[src/rtl/tdm_capture_pkg.sv]
// ---------------------------------------------------------------------------
// tdm_capture_pkg
// Shared definitions for the TDM display capture block: capture FSM state
// encoding, digit count, BCD width and the blank anode pattern.
// ---------------------------------------------------------------------------
package tdm_capture_pkg;

   localparam int NUM_DIGITS = 8;
   localparam int BCD_W      = 4;
   localparam int IDX_W      = 3;

   localparam logic [NUM_DIGITS-1:0] ANODE_BLANK = 8'hFF;

   typedef enum logic [1:0] {
      IDLE  = 2'd0,
      TRACK = 2'd1,
      HOLD  = 2'd2
   } state_e;

endpackage

[src/rtl/tdm_anode_decode.sv]
// ---------------------------------------------------------------------------
// tdm_anode_decode
// Combinational classifier for the active-low anode bus.
// Ports:
//   anodes_i  : anode bus, bit i low = digit i+1 driven
//   blank_o   : no digit driven (all ones)
//   valid_o   : exactly one digit driven
//   illegal_o : any other pattern (several digits driven at once)
//   idx_o     : zero-based index of the driven digit, meaningful when valid_o
// ---------------------------------------------------------------------------
module tdm_anode_decode
   import tdm_capture_pkg::*;
(
   input  logic [NUM_DIGITS-1:0] anodes_i,
   output logic                  blank_o,
   output logic                  valid_o,
   output logic                  illegal_o,
   output logic [IDX_W-1:0]      idx_o
);

   logic [NUM_DIGITS-1:0] active;

   assign active = ~anodes_i;

   // A nonzero vector with its lowest set bit cleared becomes zero only when
   // it had a single set bit, which is the one-hot test we need.
   always_comb begin
      blank_o   = (anodes_i == ANODE_BLANK);
      valid_o   = (active != '0) && ((active & (active - 1'b1)) == '0);
      illegal_o = !blank_o && !valid_o;
      idx_o     = '0;
      for (int i = 0; i < NUM_DIGITS; i++) begin
         if (active[i]) begin
            idx_o = IDX_W'(i);
         end
      end
   end

endmodule

[src/rtl/tdm_capture.sv]
// ---------------------------------------------------------------------------
// tdm_capture
// Receive side of an 8-digit time-multiplexed display. Watches the anode and
// shared BCD buses, latches each digit once its value has been stable for
// STABLE_CYCLES clocks, pulses frame_strobe when all eight digits have been
// captured since the previous pulse, and flags illegal anode patterns.
// Ports:
//   clk, rst_n       : clock, asynchronous active-low reset
//   anodos_in        : active-low anode bus
//   bcd_in           : BCD value of the currently driven digit
//   clear_err        : synchronous clear of anode_err (a new error wins)
//   d1..d8           : captured digit values
//   digit_idx        : index of the most recently latched digit
//   frame_strobe     : one-cycle pulse on completion of a full frame
//   anode_err        : sticky illegal-pattern flag
// Optional build macro: TDM_CAPTURE_SYNC_EN inserts a 2-flop synchronizer on
// anodos_in/bcd_in for asynchronous sources (2 extra cycles of latency).
// ---------------------------------------------------------------------------
module tdm_capture
   import tdm_capture_pkg::*;
#(
   parameter int STABLE_CYCLES = 4,
   parameter int CNT_W         = 8
) (
   input  logic                  clk,
   input  logic                  rst_n,
   input  logic [NUM_DIGITS-1:0] anodos_in,
   input  logic [BCD_W-1:0]      bcd_in,
   input  logic                  clear_err,
   output logic [BCD_W-1:0]      d1,
   output logic [BCD_W-1:0]      d2,
   output logic [BCD_W-1:0]      d3,
   output logic [BCD_W-1:0]      d4,
   output logic [BCD_W-1:0]      d5,
   output logic [BCD_W-1:0]      d6,
   output logic [BCD_W-1:0]      d7,
   output logic [BCD_W-1:0]      d8,
   output logic [IDX_W-1:0]      digit_idx,
   output logic                  frame_strobe,
   output logic                  anode_err
);

   localparam logic [CNT_W-1:0] STABLE_C = CNT_W'(STABLE_CYCLES);
   localparam int SAMPLE_W = NUM_DIGITS + BCD_W;

   logic [NUM_DIGITS-1:0] anodesS;
   logic [BCD_W-1:0]      bcdS;

`ifdef TDM_CAPTURE_SYNC_EN
   logic [SAMPLE_W-1:0] sync1_q;
   logic [SAMPLE_W-1:0] sync2_q;

   // Two-stage synchronizer, idling at the blank pattern so reset never
   // looks like a driven digit.
   always_ff @(posedge clk or negedge rst_n) begin
      if (!rst_n) begin
         sync1_q <= {ANODE_BLANK, {BCD_W{1'b0}}};
         sync2_q <= {ANODE_BLANK, {BCD_W{1'b0}}};
      end else begin
         sync1_q <= {anodos_in, bcd_in};
         sync2_q <= sync1_q;
      end
   end

   assign {anodesS, bcdS} = sync2_q;
`else
   assign anodesS = anodos_in;
   assign bcdS    = bcd_in;
`endif

   logic             isBlank;
   logic             isValid;
   logic             isIllegal;
   logic [IDX_W-1:0] curIdx;

   tdm_anode_decode u_decode (
      .anodes_i  (anodesS),
      .blank_o   (isBlank),
      .valid_o   (isValid),
      .illegal_o (isIllegal),
      .idx_o     (curIdx)
   );

   state_e                state_q, state_d;
   logic [CNT_W-1:0]      cnt_q, cnt_d;
   logic [SAMPLE_W-1:0]   sample_q;
   logic [NUM_DIGITS-1:0] seen_q, seen_d;
   logic [BCD_W-1:0]      digits_q [NUM_DIGITS];
   logic [IDX_W-1:0]      idx_q;
   logic                  strobe_q, strobe_d;
   logic                  err_q, err_d;

   logic                  sameSample;
   logic                  capture;
   logic [CNT_W-1:0]      cntInc;
   logic [NUM_DIGITS-1:0] seenNext;

   assign sameSample = ({anodesS, bcdS} == sample_q);
   assign cntInc     = (cnt_q == '1) ? cnt_q : cnt_q + 1'b1;

   // A fresh digit (or a changed value) restarts the count at one; with a
   // single-cycle stability requirement that first sample already captures.
   always_comb begin
      state_d = state_q;
      cnt_d   = cnt_q;
      capture = 1'b0;
      if (isIllegal || isBlank) begin
         state_d = IDLE;
         cnt_d   = '0;
      end else if ((state_q == IDLE) || !sameSample) begin
         cnt_d = CNT_W'(1);
         if (STABLE_C == CNT_W'(1)) begin
            capture = 1'b1;
            state_d = HOLD;
         end else begin
            state_d = TRACK;
         end
      end else if (state_q == TRACK) begin
         cnt_d = cntInc;
         if (cntInc == STABLE_C) begin
            capture = 1'b1;
            state_d = HOLD;
         end
      end
   end

   // Frame bookkeeping: the capture that completes the set strobes and
   // empties the set on the same edge. New errors take priority over clear.
   always_comb begin
      seenNext = seen_q | (NUM_DIGITS'(1) << curIdx);
      seen_d   = seen_q;
      strobe_d = 1'b0;
      if (capture) begin
         if (seenNext == '1) begin
            seen_d   = '0;
            strobe_d = 1'b1;
         end else begin
            seen_d = seenNext;
         end
      end
      if (isIllegal) begin
         err_d = 1'b1;
      end else if (clear_err) begin
         err_d = 1'b0;
      end else begin
         err_d = err_q;
      end
   end

   // State, sample history, captured digits and flags.
   always_ff @(posedge clk or negedge rst_n) begin
      if (!rst_n) begin
         state_q  <= IDLE;
         cnt_q    <= '0;
         sample_q <= {ANODE_BLANK, {BCD_W{1'b0}}};
         seen_q   <= '0;
         idx_q    <= '0;
         strobe_q <= 1'b0;
         err_q    <= 1'b0;
         for (int i = 0; i < NUM_DIGITS; i++) begin
            digits_q[i] <= '0;
         end
      end else begin
         state_q  <= state_d;
         cnt_q    <= cnt_d;
         sample_q <= {anodesS, bcdS};
         seen_q   <= seen_d;
         strobe_q <= strobe_d;
         err_q    <= err_d;
         if (capture) begin
            digits_q[curIdx] <= bcdS;
            idx_q            <= curIdx;
         end
      end
   end

   assign d1           = digits_q[0];
   assign d2           = digits_q[1];
   assign d3           = digits_q[2];
   assign d4           = digits_q[3];
   assign d5           = digits_q[4];
   assign d6           = digits_q[5];
   assign d7           = digits_q[6];
   assign d8           = digits_q[7];
   assign digit_idx    = idx_q;
   assign frame_strobe = strobe_q;
   assign anode_err    = err_q;

endmodule

[config.mk]
export PLATFORM = sky130hd
export DESIGN_NAME = tdm_capture
export DESIGN_NICKNAME = d
export VERILOG_FILES = /design/src/rtl/tdm_capture_pkg.sv /design/src/rtl/tdm_anode_decode.sv /design/src/rtl/tdm_capture.sv
export SDC_FILE = /design/constraint.sdc
export NUM_CORES = 1
export LEC_CHECK = 0
export BUFFER_PORTS_ARGS = -buffer_cell sky130_fd_sc_hd__buf_4
export CORE_ASPECT_RATIO = 1.5
export CORE_MARGIN = 5
export CORE_UTILIZATION = 30
export CTS_CLUSTER_DIAMETER = 40
export CTS_CLUSTER_SIZE = 20
export DETAILED_ROUTE_END_ITERATION = 10
export HOLD_SLACK_MARGIN = 0.02
export SLEW_MARGIN = 25
export SYNTH_ARGS = -nofsm -noshare
export SYNTH_HDL_FRONTEND = slang
export SYNTH_SLANG_ARGS = --single-unit
[constraint.sdc]
create_clock -name clk -period 3.25 [get_ports clk]
set_input_delay 0.325 -clock clk [delete_from_list [all_inputs] [get_ports clk]]
set_output_delay 0.325 -clock clk [all_outputs]
set_load 0.02 [all_outputs]
Word level (Yosys, flattened, before mapping)
Cells that the tools add are included.

$add $sub $neg: 2. Multipliers: 0. Div/mod/pow operators: 0. Magnitude comparators: 2. Equal/unequal tests: 6. Shift operators: 1. Muxes and demuxes: 27. Bitwise gates (word level): 4. Reductions and logical operators: 15.

Operators with widths (count): $mux 8 (5); $bwmux 32 (1); $eq 8x8->1 const B (3); $demux 4 s3 (1); $eq 12x12->1 (1); $mux 2 (6); $mux 3 (4); $mux 1 (9); $add 8x1->8 const B (1); $and 8x8->8 (1); $eq 8x3->1 const B (1); $logic_not 8->1 (1); $not 8->8 (1); $or 8x8->8 (1); $reduce_bool 8->1 (1); $shl 1x3->8 const A (1); $sub 8x1->8 const B (1); $reduce_bool 3->1 (2); $ge 4x4->1 const B (1); $lt 4x1->1 const B (1); $mux 4 (1); $not 3->4 (1); $logic_and 1x1->1 (3); $logic_not 1->1 (3); other kinds (5) (6).

Bits in registers: 67. Latch bits: 0. Memory bits (writable): 0. Bits in read-only memories: 0. Bits of input ports: 15. Output and inout bits: 37. Memories: 0.

Depth between registers and ports, before layout
Gate-level depths: netlist of the first run.

Word-level depth: 14. Gate-level depth with buffers: 8. Gate-level depth less buffers: 7.

Hierarchy
Synthesis of the first run repeated with hierarchy kept, for this count alone.

Cell total of the unflattened synthesis: 283. Area, all modules: 3321.9 um^2.

Modules (own cells, without submodules): tdm_capture (instances 1, cells each 254, area an instance 3133.0 um^2, sequential area each 1686.6 um^2); tdm_anode_decode (instances 1, cells each 29, area an instance 188.9 um^2, sequential area each 0.0 um^2).

Worst setup path after synthesis of the first run
No wires, ideal clock.

Path kind: flip-flop to flip-flop. Start: register cnt_q[0]. End: register seen_q[0]. Setup time: 0.145 ns. Arrival time: 2.463 ns. Path slack: 0.642 ns. Cell stages (with the launch flop): 8. Path buffers: 0. Path through: dfrtp_1 -> ha_1 -> and3_4 -> xor2_1 -> or4b_4 -> or4_4 -> a2111oi_4 -> a21oi_1.

Longest elaborated chain between the ends: 7. Elaborated cells on any way between the ends: 8.

RTL lines: from (decl) (RTL line tdm_capture.sv:85) `logic [CNT_W-1:0] cnt_q, cnt_d;`; from (signal assigned) (RTL line tdm_capture.sv:165) `cnt_q <= cnt_d;`; $add 8x1->8 / $eq 8x8->1 (equally long branches) (RTL line tdm_capture.sv:99) `assign cntInc = (cnt_q == '1) ? cnt_q : cnt_q + 1'b1;`; $mux 8 (*) (RTL line tdm_capture.sv:99); $eq 8x3->1 (*) (RTL line tdm_capture.sv:120) `if (cntInc == STABLE_C) begin`; $mux 1 (*) (RTL line tdm_capture.sv:120); $mux 1 (*) (RTL line tdm_capture.sv:118) `end else if (state_q == TRACK) begin`; $mux 1 (*) (RTL line tdm_capture.sv:110) `end else if ((state_q == IDLE) || !sameSample) begin`; $mux 1 (*) (RTL line tdm_capture.sv:107) `if (isIllegal || isBlank) begin`; to (signal assigned) (RTL line tdm_capture.sv:167) `seen_q <= seen_d;`; to (decl) (RTL line tdm_capture.sv:87) `logic [NUM_DIGITS-1:0] seen_q, seen_d;`.

Every way passes the cells marked *; elsewhere a longest branch is shown, timed or not. A chain may end at the register's enable or synchronous reset.

Worst setup path in the final report of the first run
Start: register cnt_q[0]. End: register digits_q (netlist bit d2[1]).

Longest elaborated chain between the ends: 7. Elaborated cells on any way between the ends: 8.

RTL lines: $add 8x1->8 / $eq 8x8->1 (equally long branches) (RTL line tdm_capture.sv:99); $mux 8 (*) (RTL line tdm_capture.sv:99); $eq 8x3->1 (*) (RTL line tdm_capture.sv:120); $mux 1 (*) (RTL line tdm_capture.sv:120); $mux 1 (*) (RTL line tdm_capture.sv:118); $mux 1 (*) (RTL line tdm_capture.sv:110); $mux 1 (*) (RTL line tdm_capture.sv:107); to (signal, indexed assignment) (RTL line tdm_capture.sv:171) `digits_q[curIdx] <= bcdS;`; to (decl) (RTL line tdm_capture.sv:88) `logic [BCD_W-1:0] digits_q [NUM_DIGITS];`.

Marked as above.

==> run metrics, run 1 <==
status=complete, no violations; CTS tree=built; DR DRC count=0; Worst-Margin Slew=0.832 ns; post-synthesis net count=284; max_cap viols=0; Finished Cell Area=3970 um^2; boundary pin count=52; Nets=335; Worst Path Required=3.46 ns; synth unique cells=53; cts hold-fix bufs=0; Synth Instances=268; leakage power=1.84 nW; Inst Count DP=452; Total GRT Usage=12.6%; dpl hpwl=5.43 mm; Pwr Density=507 nW/um^2; # diodes=0; Tcrit/Tclk final=89.4%; clk root buf=clkbuf_16; top post-synthesis cells by area=dfrtp_1 (47%), mux2_2 (12%), dfstp_2 (6.7%); CP arrival=3.11 ns; cell taking the most area after synthesis=dfrtp_1; Fin Clk Skew=0.00716 ns; CP startpoint kind=flop; number of CTS-inserted buffers=9; fraction of layout cells with a size suffix above 1=37.0%; clk sinks=67; Chip Width=93.7 um; cell area after placement=3640 um^2; DRT iter0 DRCs=133; initial core utilization=30.3%; Max transition margin=44.6%; via density per instance=4.95; vias in the first global route=2470; Routed Antenna Nets=0; Period minus WS final=2.91 ns; Avg Synthesized Cell Area=11.8 um^2; drt pass-1 iters=4; DR WL/cell=16.1 um; Synth top cells by count=dfrtp_1 (59), mux2_2 (34), a21oi_1 (19); most common cell in the netlist=dfrtp_1; clock tree buffer depth=2; Hold/Removal Path Class=in -> async; port bufs=51; Tot Pwr=2.01 mW; Layout Area Growth over Synthesis=25.7%; Yosys reg bits=67; H-tree levels=3; RSZ-0062 raised after global routing=false; Fillers=1006; vias post-DR=2315; final wirelength=7.51 mm; Die H=136 um; setup TNS=0 ns; Yosys top cell area share=46.8%; VDD IR max=0.268 mV; largest net degree at the start of global routing=68; worst-path fanout max=10; asr flop ratio synth=100%; Setup Viol. Count Final=0; Placer Congestion=0.887; row cnt=46; main flop type after synthesis=dfrtp_1; die area=12700 um^2; latest clock arrival within the worst-skew pair=0.33 ns; clock slew at reported path FFs=0.06 ns; Setup crit end kind=flop; initial antenna violation count=0; Seq/Total Area, Yosys=53.5%; number of synthesized flops with an enable pin=0; Netlist Area Pre-Place=3150 um^2; core footprint=10400 um^2; Congestion Overflow GR=0; global-route wire length before repair=12.5 mm; Finished Layout Cells=468; Fmax=0.344 GHz; post-CTS sizing=0; Final Max Slew Viols=0; Ys Warns=0; Hold Vio Cnt, Final=0; Post-CTS Setup Bufs=0; Critical Setup Path Class=reg -> reg
==> cell usage in the layout (no fill, tap or decap), types with 3 or more instances in the layout <==
master	synthesis	routed
xnor2_1	14	14
mux2i_1	3	3
dfstp_2	8	8
inv_1	10	10
nand3_1	13	13
a21oi_1	19	19
dfrtp_1	59	59
nand4_1	11	11
xor2_1	3	3
nand2_1	13	13
and3_1	3	3
mux2_2	34	34
nor2_1	14	14
buf_4	0	51
o21ai_0	5	5
nor3b_1	3	3
nor3_1	5	5
clkbuf_16	0	9
==> metrics by stage <==
step | utilization, % | hold slack (ns) | setup WS (ns)
2_1_floorplan | - | 0.0294 | 0.642
3_3_place_gp | 34.9 | 0.474 | 0.423
3_5_place_dp | 34.9 | 0.474 | 0.393
4_1_cts | 38.1 | 0.136 | 0.340
5_1_grt | 38.1 | 0.135 | 0.224
6_report | 38.1 | 0.0936 | 0.344
==> path summary, 6_finish.rpt <==
path / from / to / slack (ns) / depth (start not counted)
max in group asynchronous: rst_n / cnt_q[7] / 2.60 / 1
setup / recovery: cnt_q[0] / d2[1] / 0.34 / 7
hold / removal: rst_n / d4[2] / 0.09 / 1
hold reg to reg: d7[3] / d7[3] / 0.51 / 1
setup reg to reg: cnt_q[0] / d2[1] / 0.34 / 7
min in group clk: anodos_in[0] / sample_q[4] / 0.14 / 1
==> layout make-up <==
cell class	instances	area, um^2	share of cell area (%)
clock buffer	12	256	6.47
sequential	67	1690	42.5
tap	144	180	4.54
inverter	10	37.5	0.946
clock inverter	4	72.6	1.83
multi-input combinational	180	1350	34.0
timing repair buffer	51	383	9.65
==> routing by layer <==
metal	routed length (um)	part of all wire, %	track usage (%)	vias up
met5	0	0	0	-
met4	191	2.5	6.67	0
met3	248	3.3	2.28	14
met2	4150	55	22.9	58
met1	2920	39	13.5	1167
li1	-	-	-	1076
==> flip-flops by register name (all words and copies together), names as in the netlist <==
signal and flops:
anode_err 1, cnt_q 8, d1 4, d2 4, d3 4, d4 4, d5 4, d6 4
d7 4, d8 4, digit_idx 3, frame_strobe 1, sample_q 12, seen_q 8, state_q 2
==> power by group <==
group	leakage [nW]	switching, mW	internal (mW)
logic	0.832	0.0656	0.0341
registers	0.847	0.00435	0.847
clock network	0.159	0.349	0.712
==> worst max-delay path: stages (launching register included) <==
cell     delay, ns
dfrtp_1       0.44
ha_1          0.31
and3_4        0.22
xor2_1        0.14
or4b_4        0.53
nor3_4        0.43
nand4_1       0.35
mux2_2        0.36
==> kinds of logic (layout without fill, tap and decap cells) <==
logic type      after synthesis  in the layout  share of synthesized area (%)
fa+ha+maj                     3              3                           1.03
xor+xnor                     17             17                           4.72
mux                          37             37                           13.1
flops                        67             67                           53.5
buf+inv                      21             77                           3.73
compound gates               39             39                           8.33
simple gates                 84             84                           15.6
Note: power is estimated with default switching activity, not from simulation.
==> inputs of run 2 (changes only) <==
Settings changed: CORE_ASPECT_RATIO 1.5 to 1.25.
==> run 2 against run 1 <==
  * Clock skew up 0.00087 ns
  * Utilization grew 0.82 points
  * Worst setup slack better by 0.018 ns
  * Sequential share of layout area about the same
  * Non-clock buffer count is 1 higher
  * Combinational power down 2.3%
  * Global-route usage down 0.30 points
  * Cell area hardly changed
  * Die area decreased by 0.23%
  * Sequential power about the same
  * Power increased by 2.8%
  * Final cell count fell by 3.0%
  * Critical endpoint is now d2[2]
==> run metrics, run 2 (synthesized netlist as in run 1, its figures left out) <==
status=complete, no violations; row cnt=41; final wirelength=7.24 mm; core footprint=10200 um^2; most common cell after layout, fill and taps aside=dfrtp_1; global-route wire length before repair=12.2 mm; Congestion Overflow GR=0; port bufs=51; CTS tree=built; setup TNS=0 ns; Layout Area Growth over Synthesis=25.9%; Inst Count DP=438; DR WL/cell=15.9 um; Finished Cell Area=3970 um^2; clk sinks=67; CP startpoint kind=flop; cell-internal power=1.63 mW; vias post-DR=2229; Util after Layout=38.9%; via density per instance=4.91; boundary pin count=52; cell area after placement=3630 um^2; initial core utilization=30.9%; Fillers=977; Place WS=0.366 ns; sequential share of power=41.1%; Most flops, register=sample_q; Fin Clk Skew=0.00803 ns; switch share=21.1%; Die H=125 um; dpl hpwl=5.12 mm; latest clock arrival within the worst-skew pair=0.33 ns; post-CTS sizing=0; Placer Congestion=0.825; most frequent cells in the layout=dfrtp_1 (59), buf_4 (52), mux2_2 (34); DRT iter0 DRCs=107; Worst-Margin Slew=0.838 ns; Tcrit/Tclk final=88.9%; largest net degree at the start of global routing=68; Comb pwr share=4.7%; die area=12700 um^2; number of CTS-inserted buffers=9; Tot Pwr=2.07 mW; Setup Viol. Count Final=0; max_cap viols=0; clock tree buffer depth=2; fraction of layout cells with a size suffix above 1=37.2%; # diodes=0; Setup crit end kind=flop; drt pass-1 iters=4; clock slew at reported path FFs=0.05 ns; H-tree levels=3; Post-CTS Setup Bufs=0; CP arrival=3.10 ns; largest registers=sample_q: 12 flops, cnt_q: 8 flops, seen_q: 8 flops; Final Max Slew Viols=0; Hold Vio Cnt, Final=0; Chip Width=102 um; Routed Antenna Nets=0; max reg flops=12; clk root buf=clkbuf_16; RSZ-0062 raised after global routing=false; final setup margin=0.362 ns; Critical Setup Path Class=reg -> reg; Fmax=0.346 GHz; Nets=336; Clock Power Share=54.1%; switching pwr=0.436 mW; Finished Layout Cells=454; Pwr Density=521 nW/um^2; Max transition margin=44.1%; leakage power=1.85 nW; initial antenna violation count=0; Total GRT Usage=12.3%; hold_ws=0.0968 ns; Worst Path Required=3.46 ns; vias in the first global route=2341; worst-path fanout max=10; Period minus WS final=2.89 ns; VDD IR max=0.302 mV; cts hold-fix bufs=0; Hold/Removal Path Class=in -> async; DR DRC count=0
## run 2: cell count changes in the layout (fill, tap and decap cells not counted)
| cell | before | now |
|---|---|---|
| clkinv_2 | 1 | 0 |
| clkinv_4 | 0 | 2 |
| buf_4 | 51 | 52 |
| clkbuf_8 | 2 | 0 |
| bufinv_16 | 2 | 3 |
## run 2: path summary, 6_finish.rpt
| check | from | to | slack [ns] | depth (start not counted) |
|---|---|---|---|---|
| setup / recovery | cnt_q[0] | d2[2] | 0.36 | 7 |
| setup reg to reg | cnt_q[0] | d2[2] | 0.36 | 7 |
| hold reg to reg | digit_idx[0] | digit_idx[0] | 0.51 | 1 |
| min in group clk | anodos_in[0] | sample_q[4] | 0.13 | 1 |
| max in group asynchronous | rst_n | cnt_q[2] | 2.60 | 1 |
| hold / removal | rst_n | state_q[1] | 0.1 | 1 |
## run 2: worst max-delay path: stages, from the launching register on
cell     delay (ns)
dfrtp_1        0.44
ha_1           0.31
and3_4         0.22
xor2_1         0.15
or4b_4         0.53
nor3_4         0.41
nand4_1        0.35
mux2_2         0.36
## run 2: power groups by stage
stage	clock network [mW]	logic (mW)	registers [mW]
finish	1.12	0.0974	0.851
global route	1.18	0.111	0.851
CTS	1.14	0.100	0.851
detailed placement	0	0.100	0.866
global placement	0	0.0991	0.865
floorplan	0	0.0526	0.865
## run 2: cell type report
cell class / instances / area (um^2) / area share, %
Timing Repair Buffer: 52 / 390 / 9.83
Multi-Input combinational cell: 180 / 1350 / 34.0
Sequential cell: 67 / 1690 / 42.5
Tap cell: 129 / 161 / 4.07
Inverter: 10 / 37.5 / 0.945
Clock inverter: 6 / 115 / 2.90
Clock buffer: 10 / 229 / 5.77
## run 2: metal layers
metal	vias up	wire, um	global-route usage [%]
li1	1078	-	-
met1	1096	3210	15.6
met2	47	3650	19.7
met3	8	296	2.91
met4	0	82	5.09
met5	-	0	0
